[src/rtl/rice_block_sequencer_if.sv]
// Stream-in handshake plus decompressor drive bundle for the Rice block sequencer.
// slave = sequencer view, master = upstream buffer / decompressor side.
interface rice_block_sequencer_if;
    logic        s_valid;
    logic        s_ready;
    logic [31:0] s_data;
    logic        dec_first;
    logic        dec_valid;
    logic [31:0] dec_data;
    logic [15:0] dec_data2;
    logic [4:0]  dec_k;
    logic [4:0]  dec_j;
    logic [4:0]  dec_n;
    logic [9:0]  dec_xref;
    logic        dec_block_done;

    modport slave (
        input  s_valid, s_data, dec_block_done,
        output s_ready, dec_first, dec_valid, dec_data, dec_data2,
               dec_k, dec_j, dec_n, dec_xref
    );

    modport master (
        output s_valid, s_data, dec_block_done,
        input  s_ready, dec_first, dec_valid, dec_data, dec_data2,
               dec_k, dec_j, dec_n, dec_xref
    );
endinterface

[src/rtl/rice_block_sequencer.sv]
// Parses a two-word block header, then forwards the block payload to the Rice decompressor.
// Latency: payload word appears on dec_data/dec_valid one cycle after its input handshake.
// Backpressure: s_ready low in IDLE/WAIT_DONE and in HDR0 while enable is low; never stalls mid-block.
module rice_block_sequencer #(
    parameter int FIRST_HOLD   = 6,
    parameter int DONE_TIMEOUT = 1023,
    parameter int CNT_W        = 16
) (
    input  logic             clk,
    input  logic             reset,
    input  logic             enable,
    input  logic [4:0]       cfg_j,
    input  logic [4:0]       cfg_n,
    input  logic             err_clr,
    output logic             busy,
    output logic [CNT_W-1:0] blk_count,
    output logic             err_param,
    output logic             err_timeout,
    rice_block_sequencer_if.slave bus
);
    localparam int TMR_W = $clog2(DONE_TIMEOUT + 1);

    typedef enum logic [2:0] {IDLE, HDR0, HDR1, STREAM, WAIT_DONE, SKIP} state_t;

    state_t           state_q, state_d;
    logic [4:0]       hdr_k_q, hdr_k_d, hdr_j_q, hdr_j_d, hdr_n_q, hdr_n_d;
    logic             hdr_ref_q, hdr_ref_d;
    logic [9:0]       hdr_xref_q, hdr_xref_d;
    logic [15:0]      hdr_nwords_q, hdr_nwords_d;
    logic [15:0]      beat_q, beat_d;
    logic [TMR_W-1:0] timer_q, timer_d;
    logic             dec_valid_q, dec_valid_d, dec_first_q, dec_first_d;
    logic [31:0]      dec_data_q, dec_data_d;
    logic [15:0]      dec_data2_q, dec_data2_d;
    logic [4:0]       dec_k_q, dec_k_d, dec_j_q, dec_j_d, dec_n_q, dec_n_d;
    logic [9:0]       dec_xref_q, dec_xref_d;
    logic [CNT_W-1:0] blk_count_q, blk_count_d;
    logic             err_param_q, err_param_d, err_timeout_q, err_timeout_d;

    logic s_ready;
    logic hs;
    logic hdr_illegal;
    logic last_beat;

    always_comb begin
        s_ready = 1'b0;
        case (state_q)
            HDR0:                s_ready = enable;
            HDR1, STREAM, SKIP:  s_ready = 1'b1;
            default:             s_ready = 1'b0;
        endcase
    end

    assign hs          = bus.s_valid & s_ready;
    assign hdr_illegal = (hdr_nwords_q == 16'd0) || (hdr_k_q > hdr_n_q) ||
                         (hdr_j_q == 5'd0) || (hdr_n_q == 5'd0);
    assign last_beat   = (beat_q == hdr_nwords_q - 16'd1);

    always_comb begin
        state_d       = state_q;
        hdr_k_d       = hdr_k_q;
        hdr_j_d       = hdr_j_q;
        hdr_n_d       = hdr_n_q;
        hdr_ref_d     = hdr_ref_q;
        hdr_xref_d    = hdr_xref_q;
        hdr_nwords_d  = hdr_nwords_q;
        beat_d        = beat_q;
        timer_d       = timer_q;
        dec_valid_d   = 1'b0;
        dec_first_d   = 1'b0;
        dec_data_d    = dec_data_q;
        dec_data2_d   = dec_data2_q;
        dec_k_d       = dec_k_q;
        dec_j_d       = dec_j_q;
        dec_n_d       = dec_n_q;
        dec_xref_d    = dec_xref_q;
        blk_count_d   = blk_count_q;
        // A new error event in the same cycle as err_clr must leave the flag set.
        err_param_d   = err_param_q & ~err_clr;
        err_timeout_d = err_timeout_q & ~err_clr;

        case (state_q)
            IDLE: state_d = HDR0;
            HDR0: begin
                if (hs) begin
                    hdr_k_d      = bus.s_data[31:27];
                    hdr_ref_d    = bus.s_data[26];
                    hdr_xref_d   = bus.s_data[25:16];
                    hdr_nwords_d = bus.s_data[15:0];
                    hdr_j_d      = cfg_j;
                    hdr_n_d      = cfg_n;
                    state_d      = HDR1;
                end
            end
            HDR1: begin
                if (hs) begin
                    beat_d = 16'd0;
                    if (hdr_illegal) begin
                        err_param_d = 1'b1;
                        state_d     = (hdr_nwords_q == 16'd0) ? HDR0 : SKIP;
                    end else begin
                        // Decoder parameters only move here, so they stay put for the whole block.
                        dec_k_d     = hdr_k_q;
                        dec_j_d     = hdr_j_q;
                        dec_n_d     = hdr_n_q;
                        dec_data2_d = bus.s_data[31:16];
                        if (hdr_ref_q) dec_xref_d = hdr_xref_q;
                        state_d     = STREAM;
                    end
                end
            end
            STREAM: begin
                if (hs) begin
                    dec_valid_d = 1'b1;
                    dec_data_d  = bus.s_data;
                    dec_first_d = hdr_ref_q && (beat_q < 16'(FIRST_HOLD));
                    beat_d      = beat_q + 16'd1;
                    if (last_beat) begin
                        timer_d = '0;
                        state_d = WAIT_DONE;
                    end
                end
            end
            WAIT_DONE: begin
                if (bus.dec_block_done) begin
                    blk_count_d = blk_count_q + CNT_W'(1);
                    state_d     = HDR0;
                end else if (timer_q == TMR_W'(DONE_TIMEOUT - 1)) begin
                    err_timeout_d = 1'b1;
                    state_d       = HDR0;
                end else begin
                    timer_d = timer_q + TMR_W'(1);
                end
            end
            SKIP: begin
                if (hs) begin
                    beat_d = beat_q + 16'd1;
                    if (last_beat) state_d = HDR0;
                end
            end
            default: state_d = IDLE;
        endcase
    end

    always_ff @(posedge clk or negedge reset) begin
        if (!reset) begin
            state_q       <= IDLE;
            hdr_k_q       <= '0;
            hdr_j_q       <= '0;
            hdr_n_q       <= '0;
            hdr_ref_q     <= 1'b0;
            hdr_xref_q    <= '0;
            hdr_nwords_q  <= '0;
            beat_q        <= '0;
            timer_q       <= '0;
            dec_valid_q   <= 1'b0;
            dec_first_q   <= 1'b0;
            dec_data_q    <= '0;
            dec_data2_q   <= '0;
            dec_k_q       <= '0;
            dec_j_q       <= '0;
            dec_n_q       <= '0;
            dec_xref_q    <= '0;
            blk_count_q   <= '0;
            err_param_q   <= 1'b0;
            err_timeout_q <= 1'b0;
        end else begin
            state_q       <= state_d;
            hdr_k_q       <= hdr_k_d;
            hdr_j_q       <= hdr_j_d;
            hdr_n_q       <= hdr_n_d;
            hdr_ref_q     <= hdr_ref_d;
            hdr_xref_q    <= hdr_xref_d;
            hdr_nwords_q  <= hdr_nwords_d;
            beat_q        <= beat_d;
            timer_q       <= timer_d;
            dec_valid_q   <= dec_valid_d;
            dec_first_q   <= dec_first_d;
            dec_data_q    <= dec_data_d;
            dec_data2_q   <= dec_data2_d;
            dec_k_q       <= dec_k_d;
            dec_j_q       <= dec_j_d;
            dec_n_q       <= dec_n_d;
            dec_xref_q    <= dec_xref_d;
            blk_count_q   <= blk_count_d;
            err_param_q   <= err_param_d;
            err_timeout_q <= err_timeout_d;
        end
    end

    assign bus.s_ready   = s_ready;
    assign bus.dec_valid = dec_valid_q;
    assign bus.dec_first = dec_first_q;
    assign bus.dec_data  = dec_data_q;
    assign bus.dec_data2 = dec_data2_q;
    assign bus.dec_k     = dec_k_q;
    assign bus.dec_j     = dec_j_q;
    assign bus.dec_n     = dec_n_q;
    assign bus.dec_xref  = dec_xref_q;
    assign busy          = (state_q != IDLE) && (state_q != HDR0);
    assign blk_count     = blk_count_q;
    assign err_param     = err_param_q;
    assign err_timeout   = err_timeout_q;
endmodule
[src/flat_wrapper.sv]
// flat-port wrapper written by rule: the top's interface ports become plain ports
module rice_block_sequencer_flat 
#(
    parameter int FIRST_HOLD   = 6,
    parameter int DONE_TIMEOUT = 1023,
    parameter int CNT_W        = 16
)
  (clk, reset, enable, cfg_j, cfg_n, err_clr, busy, blk_count, err_param, err_timeout, bus_s_valid, bus_s_data, bus_dec_block_done, bus_s_ready, bus_dec_first, bus_dec_valid, bus_dec_data, bus_dec_data2, bus_dec_k, bus_dec_j, bus_dec_n, bus_dec_xref);
  rice_block_sequencer_if bus_i ();
  input  logic clk;
  input  logic reset;
  input  logic enable;
  input  logic [4:0] cfg_j;
  input  logic [4:0] cfg_n;
  input  logic err_clr;
  output logic busy;
  output logic [CNT_W-1:0] blk_count;
  output logic err_param;
  output logic err_timeout;
  input wire logic [$bits(bus_i.s_valid)-1:0] bus_s_valid;
  input wire logic [$bits(bus_i.s_data)-1:0] bus_s_data;
  input wire logic [$bits(bus_i.dec_block_done)-1:0] bus_dec_block_done;
  output wire logic [$bits(bus_i.s_ready)-1:0] bus_s_ready;
  output wire logic [$bits(bus_i.dec_first)-1:0] bus_dec_first;
  output wire logic [$bits(bus_i.dec_valid)-1:0] bus_dec_valid;
  output wire logic [$bits(bus_i.dec_data)-1:0] bus_dec_data;
  output wire logic [$bits(bus_i.dec_data2)-1:0] bus_dec_data2;
  output wire logic [$bits(bus_i.dec_k)-1:0] bus_dec_k;
  output wire logic [$bits(bus_i.dec_j)-1:0] bus_dec_j;
  output wire logic [$bits(bus_i.dec_n)-1:0] bus_dec_n;
  output wire logic [$bits(bus_i.dec_xref)-1:0] bus_dec_xref;
  assign bus_i.s_valid = bus_s_valid;
  assign bus_i.s_data = bus_s_data;
  assign bus_i.dec_block_done = bus_dec_block_done;
  assign bus_s_ready = bus_i.s_ready;
  assign bus_dec_first = bus_i.dec_first;
  assign bus_dec_valid = bus_i.dec_valid;
  assign bus_dec_data = bus_i.dec_data;
  assign bus_dec_data2 = bus_i.dec_data2;
  assign bus_dec_k = bus_i.dec_k;
  assign bus_dec_j = bus_i.dec_j;
  assign bus_dec_n = bus_i.dec_n;
  assign bus_dec_xref = bus_i.dec_xref;
  rice_block_sequencer #(.FIRST_HOLD(FIRST_HOLD), .DONE_TIMEOUT(DONE_TIMEOUT), .CNT_W(CNT_W)) u_core (.clk(clk), .reset(reset), .enable(enable), .cfg_j(cfg_j), .cfg_n(cfg_n), .err_clr(err_clr), .busy(busy), .blk_count(blk_count), .err_param(err_param), .err_timeout(err_timeout), .bus(bus_i));
endmodule
[config.mk]
export PLATFORM = sky130hd
export DESIGN_NAME = rice_block_sequencer_flat
export DESIGN_NICKNAME = d
export VERILOG_FILES = /design/src/rtl/rice_block_sequencer_if.sv /design/src/rtl/rice_block_sequencer.sv /design/src/flat_wrapper.sv
export SDC_FILE = /design/constraint.sdc
export NUM_CORES = 1
export LEC_CHECK = 0
export BUFFER_PORTS_ARGS = -buffer_cell sky130_fd_sc_hd__buf_2
export CAP_MARGIN = 10
export CORE_MARGIN = 2
export CORE_UTILIZATION = 35
export CTS_BUF_LIST = sky130_fd_sc_hd__clkbuf_2 sky130_fd_sc_hd__clkbuf_4 sky130_fd_sc_hd__clkbuf_8
export DETAILED_ROUTE_END_ITERATION = 16
export PLACE_DENSITY = 0.55
export SLEW_MARGIN = 10
export SYNTH_ARGS = -nofsm -noshare
export SYNTH_HDL_FRONTEND = slang
export SYNTH_SLANG_ARGS = --single-unit
export TNS_END_PERCENT = 20
[constraint.sdc]
create_clock -name clk -period 3.2 [get_ports clk]
set_input_delay 0.16 -clock clk [delete_from_list [all_inputs] [get_ports clk]]
set_output_delay 0.16 -clock clk [all_outputs]
set_load 0.01 [all_outputs]
# After elaboration in Yosys (flattened, before gate mapping)
# Index checks and enable logic that the tools add are counted.
dict set report op_classes {
  addsub 4
  multipliers 0
  n_div 0
  n_lt_le_gt_ge 2
  n_eq_ne 18
  n_shift 0
  muxes 30
  bitwise 5
  n_reduce_logical 22
}
# operator count
set op_table {}
lappend op_table {{two-way mux 10 bit} 4}
lappend op_table {{adder 16 x 1 -> 16 bit, second input constant} 2}
lappend op_table {{two-way mux 16 bit} 2}
lappend op_table {{one-hot mux 16 bit (2 select lines)} 1}
lappend op_table {{two-way mux 3 bit} 10}
lappend op_table {{one-hot mux 10 bit (2 select lines)} 1}
lappend op_table {{one-hot mux 3 bit (6 select lines)} 1}
lappend op_table {{equality test 16 bit} 1}
lappend op_table {{zero test 16 bit} 1}
lappend op_table {{less-than comparator 16 x 3 -> 1 bit, second input constant} 1}
lappend op_table {{subtractor 16 x 1 -> 16 bit, second input constant} 1}
lappend op_table {{!= test 2 x 1 -> 1 bit, second input constant} 7}
lappend op_table {{adder 10 x 1 -> 10 bit, second input constant} 1}
lappend op_table {{equality test 10 bit, second input constant} 1}
lappend op_table {{zero test 5 bit} 2}
lappend op_table {{two-way mux 1 bit} 10}
lappend op_table {{AND reduction 7 bit} 1}
lappend op_table {{equality test 3 x 2 -> 1 bit, second input constant} 2}
lappend op_table {{equality test 3 bit, second input constant} 2}
lappend op_table {{AND reduction 2 bit} 3}
lappend op_table {{AND reduction 3 bit} 2}
lappend op_table {{> comparator 5 bit} 1}
lappend op_table {{AND reduction 5 bit} 1}
lappend op_table {{!= test 2 bit, second input constant} 2}
lappend op_table {{14 further kinds} 21}
dict set report totals {
  regBits 164
  latch_bits 0
  mem_bits_rw 0
  romBits 0
  output_inout_bits 95
  wordCells 101
  n_memories 0
}

# Logic depth before layout (Yosys ltp)
dict set report depth {
  ltp_word 7
  depth_mapped 10
  ltp_nobuf 9
}

# Least setup slack after synthesis
# OpenSTA, ideal clock, no wires.
dict set report synth_timing {
  path_type {register to register}
  start {register u_core.hdr_nwords_q[0]}
  end {register u_core.state_q[0]}
  arrival_ps 2271
  path_slack_ps 804
  stages_incl_launch_ff 11
  synth_period_minus_slack_ps 2396
  path_cell_list {dfrtp_1 inv_1 ha_1 clkbuf_1 o21ba_2 a221oi_1 a41oi_1 nor3_1 nand4_2 o21ba_2 mux2_4}
}
dict set report synth_between {
  elab_chain_cells 7
}
# element line
set synth_lines {}
lappend synth_lines {{start, declared} rice_block_sequencer.sv:29} ;# logic [15:0] hdr_nwords_q, hdr_nwords_d;
lappend synth_lines {{start signal, assigned} rice_block_sequencer.sv:174} ;# hdr_nwords_q <= hdr_nwords_d;
lappend synth_lines {{parallel branches: the longest is 7 deep, another holds subtractor 16 x 1 -> 16 bit} --}
lappend synth_lines {{end signal, assigned} rice_block_sequencer.sv:168} ;# state_q <= state_d;
lappend synth_lines {{end, declared} rice_block_sequencer.sv:25} ;# state_t state_q, state_d;
# Several ways; the timed one is not identified. The select of a mux whose other input is x is not followed.
# A chain may end at the register's enable or synchronous reset.

# Worst setup path after layout
dict set report layout_timing {
  start {register u_core.hdr_nwords_q[0]}
  end {register u_core.timer_q[5]}
}
dict set report layout_between {
  elab_chain_cells 4
}
# element line
set layout_lines {}
lappend layout_lines {{subtractor 16 x 1 -> 16 bit} rice_block_sequencer.sv:57} ;# assign last_beat = (beat_q == hdr_nwords_q - 16'd1);
lappend layout_lines {{equality test 16 bit} rice_block_sequencer.sv:57}
lappend layout_lines {{!= test 2 x 1 -> 1 bit (no source line)} --}
lappend layout_lines {{AND reduction 5 bit (no source line)} --}
lappend layout_lines {{end signal, assigned} rice_block_sequencer.sv:176} ;# timer_q <= timer_d;
lappend layout_lines {{end, declared} rice_block_sequencer.sv:31} ;# logic [TMR_W-1:0] timer_q, timer_d;
# Every way passes these cells.

==> summary.txt <==
Worst setup path
  • Reg-to-reg critical path endpoint: u_core.timer_q[5]
  • Library cell contributing the largest single delay on the critical path: sky130_fd_sc_hd__nor3_2
  • R2r setup slk: 0.58 ns
  • Critical Path Stages: 9
  • Peak fanout along the critical path: 8
  • Buf/Inv on CP: 1
  • Critical path capture point type: flip-flop
  • Crit path capture: u_core.timer_q[5]
  • Type of the worst setup path: reg2reg
  • Biggest cell delay along the critical path: around 0.48 ns
  • Data required time at the worst endpoint: between 3 and 4 ns
  • Depth of the worst register-to-register path: 9
  • Arr. time, crit path: between 2 and 3 ns
  • Source of the worst register-to-register timing path: u_core.hdr_nwords_q[0]
  • Kind of start point of the critical path: flip-flop
  • Crit-path leading delay family: simple AND/OR/NAND/NOR gates
  • Critical path cell sequence: inv_1 -> ha_1 -> o21ba_2 -> a221oi_1 -> a41oi_1 -> nor3_1 -> nand4_2 -> nor3_2 -> nor2_1
  • Launch point of the critical path: u_core.hdr_nwords_q[0]

Detailed routing
  • Iter 0 DRT Violations: between 150 and 200
  • Via count: around 5600
  • Average wire length per cell after detail routing: 15.48 um
  • Final antenna-violating net count: 0
  • Vias per cell: a little under 5
  • Remaining DRCs: 0
  • Total wire length: ~18000 um
  • Pre-Repair DR Iteration Count: 4

Worst hold path
  • WHS Path Cells: 3
  • Path class of the lowest-slack min-delay path: in2reg

Place
  • DP Wirelength: between 10000 and 15000 um
  • Final GP Congestion: a little over 0.8
  • Placed Cells incl. Taps: between 1000 and 1500
  • PortBufs: between 100 and 150
  • Place WS: around 0.6 ns

Floorplanning
  • DIE HEIGHT: 150.8 um
  • Num ports: 143
  • Core Area: around 21000 um^2
  • Std-Cell Rows: 53
  • Die Wd: 150.8 um
  • Initial standard-cell utilization of the core: 0.3575
  • Total Die Area: 22730 um^2

STA
  • Final count of negative-setup-slack endpoints: 0
  • Final-report hold violation count: 0
  • Worst slew slack as a fraction of its limit: 0.4552
  • Actual transition at the worst max-transition pin: around 0.82 ns
  • Number of max-slew violations in the final report: 0
  • Total negative setup slack: 0 ns
  • Final worst-path cycle share: 0.8181
  • Period minus WS final: between 2 and 3 ns
  • Fmax: 0.3820 GHz
  • Setup repair after global routing missed its margin: no
  • Worst-case clock skew: 0.02196 ns
  • Setup ws final: approximately 0.58 ns

Logic synthesis
  • Dominant cells by area after synthesis: sky130_fd_sc_hd__dfrtp_1, sky130_fd_sc_hd__mux2_2, sky130_fd_sc_hd__nand2_1
  • Count of unique library cells instantiated by Yosys: approximately 60
  • Top FF cell, synth: sky130_fd_sc_hd__dfrtp_1
  • Fraction of registers with async set/reset: 1.000
  • Cell taking the most area after synthesis: sky130_fd_sc_hd__dfrtp_1
  • Area of the mapped netlist: ~7500 um^2
  • Synthesized area per cell: 10.96 um^2
  • Sequential area share after synthesis: 0.5443
  • Fraction of post-synthesis cell area in the top cell type by area: 0.5443
  • Top cell types by occurrence after synthesis: sky130_fd_sc_hd__dfrtp_1, sky130_fd_sc_hd__nand2_1, sky130_fd_sc_hd__mux2_2
  • Net Count, Synth: ~750
  • Count leader, synth: sky130_fd_sc_hd__dfrtp_1
  • Gate count of the mapped netlist: around 700
  • Flip-flop and latch count after synthesis: 164
  • Number of flops mapped to enable cells by yosys: 0
  • Count of synthesis-stage warnings from yosys: 0

Pwr
  • Total leakage power: 0.004607 uW
  • Power Dens Cells: 845.3 nW/um^2
  • Peak supply drop: 0.0004265 V

GRT
  • Number of global-route vias before repair: approximately 5700
  • Maximum number of pins on one net before global-route repair: 87
  • Wire length of the first global-routing pass: 29660 um
  • Final global-route overflow total: 0
  • Total Routing Usage GR: 0.1668
  • Initial antenna violation count: 0

Clock tree
  • H-tree depth: 4
  • Clk sinks: between 150 and 200
  • Total clock buffers created by CTS: 17
  • Post-CTS setup repair buffer count: 0
  • Clock Root Buffer: sky130_fd_sc_hd__clkbuf_8
  • Clock tree buffer depth: 2
  • Clock-pin slew reported for the worst setup and hold paths after clock tree synthesis: 0.09 ns
  • Hold buffer count at cts: 44
  • Source-to-sink clock delay at the later pin of the worst-skew pair: approximately 0.46 ns
  • Total of cells resized after clock tree synthesis: 0
  • CTS tree: done

Finish
  • Count of non-filler cells in the finished layout: about 1200
  • Nets: slightly above 900
  • Layout area overhead: 25.22%
  • Post-route core utilization: 0.4477
  • Fraction of layout cells with a size suffix above 1: 0.3033
  • N_diodes: 0

Run status
  • Run status: finished, final reports clean

Run
  • Max-cap violations: 0
[worst min-delay path by stage]
stage	start	to
detailed placement	reset	u_core.bus.dec_valid
global route	bus_dec_block_done	u_core.err_timeout
global placement	reset	u_core.bus.dec_valid
CTS	bus_dec_block_done	u_core.err_timeout
floorplan	reset	u_core.beat_q[0]
finish	bus_dec_block_done	u_core.err_timeout
[area by class of cell]
type | count | area [um^2]
sequential | 164 | 4104
tap | 275 | 344.1
clock inverter | 15 | 182.7
inverter | 19 | 71.32
clock buffer | 17 | 234.0
timing repair buffer | 195 | 1237
multi-input combinational | 477 | 3268
fill | 2054 | 11650
[cells in the final DEF, fill, tap and decap left out, types with 6 or more instances in the layout]
master	instances
sky130_fd_sc_hd__inv_1	18
sky130_fd_sc_hd__mux2_1	7
sky130_fd_sc_hd__nand4_1	10
sky130_fd_sc_hd__buf_4	8
sky130_fd_sc_hd__nand3_1	22
sky130_fd_sc_hd__nand2_1	131
sky130_fd_sc_hd__buf_2	141
sky130_fd_sc_hd__nand2b_1	6
sky130_fd_sc_hd__dfrtp_1	164
sky130_fd_sc_hd__ha_1	11
sky130_fd_sc_hd__xnor2_1	22
sky130_fd_sc_hd__mux2_2	68
sky130_fd_sc_hd__xor2_1	32
sky130_fd_sc_hd__o21ai_0	21
sky130_fd_sc_hd__a21oi_1	11
sky130_fd_sc_hd__clkbuf_8	17
sky130_fd_sc_hd__and3_1	9
sky130_fd_sc_hd__dlygate4sd3_1	44
sky130_fd_sc_hd__nor2_1	40
[kinds of logic after synthesis]
logic type | share of synthesized area
AND/OR/NAND/NOR | 0.1674
flip-flops | 0.5443
multiplexers | 0.1226
AO/OA/AOI/OAI | 0.05775
XOR/XNOR | 0.06571
buffers and inverters | 0.02389
adder cells (fa/ha/maj) | 0.01825
[where the power goes]
part	internal [uW]	switching, uW
Combinational	1430	1500
Clock	605	925
Sequential	2840	687
[sequential cells by signal, indices dropped and copies added, names as in the netlist, 10 cells and up]
name / cells
u_core.beat_q: 16
u_core.blk_count: 16
u_core.bus.dec_data: 32
u_core.bus.dec_data2: 16
u_core.bus.dec_xref: 10
u_core.hdr_nwords_q: 16
u_core.hdr_xref_q: 10
u_core.timer_q: 10
[worst reg2reg max path: cells and delay by family (launching register included)]
family	cells	cell delay, ns
and+or+nand+nor	4	1.01
adders and majority gates	1	0.31
buffers and inverters	1	0.11
AOI/OAI and AO/OA	3	0.61
DFF	1	0.45
[stage by stage]
| stage | total power (uW) | area [um^2] | hold slack, ns |
|---|---|---|---|
| global placement | 6437 | 8584 | 0.2914 |
| CTS | 8095 | 9442 | 0.03074 |
| global route | 8602 | 9442 | 0.04014 |
| detailed placement | 6470 | 8584 | 0.2880 |
| floorplan | 5366 | 7540 | -0.1356 |
| finish | 7981 | 9442 | 0.06483 |
[routing by layer]
metal / routed length, um / vias to the layer above / track usage
met5: 0 / - / 0
met2: 8107 / 126 / 0.2507
met4: 231 / 0 / 0.04486
li1: - / 2735 / -
met1: 8482 / 2710 / 0.2325
met3: 1166 / 17 / 0.05452
Power figures use the tool's default switching activity.
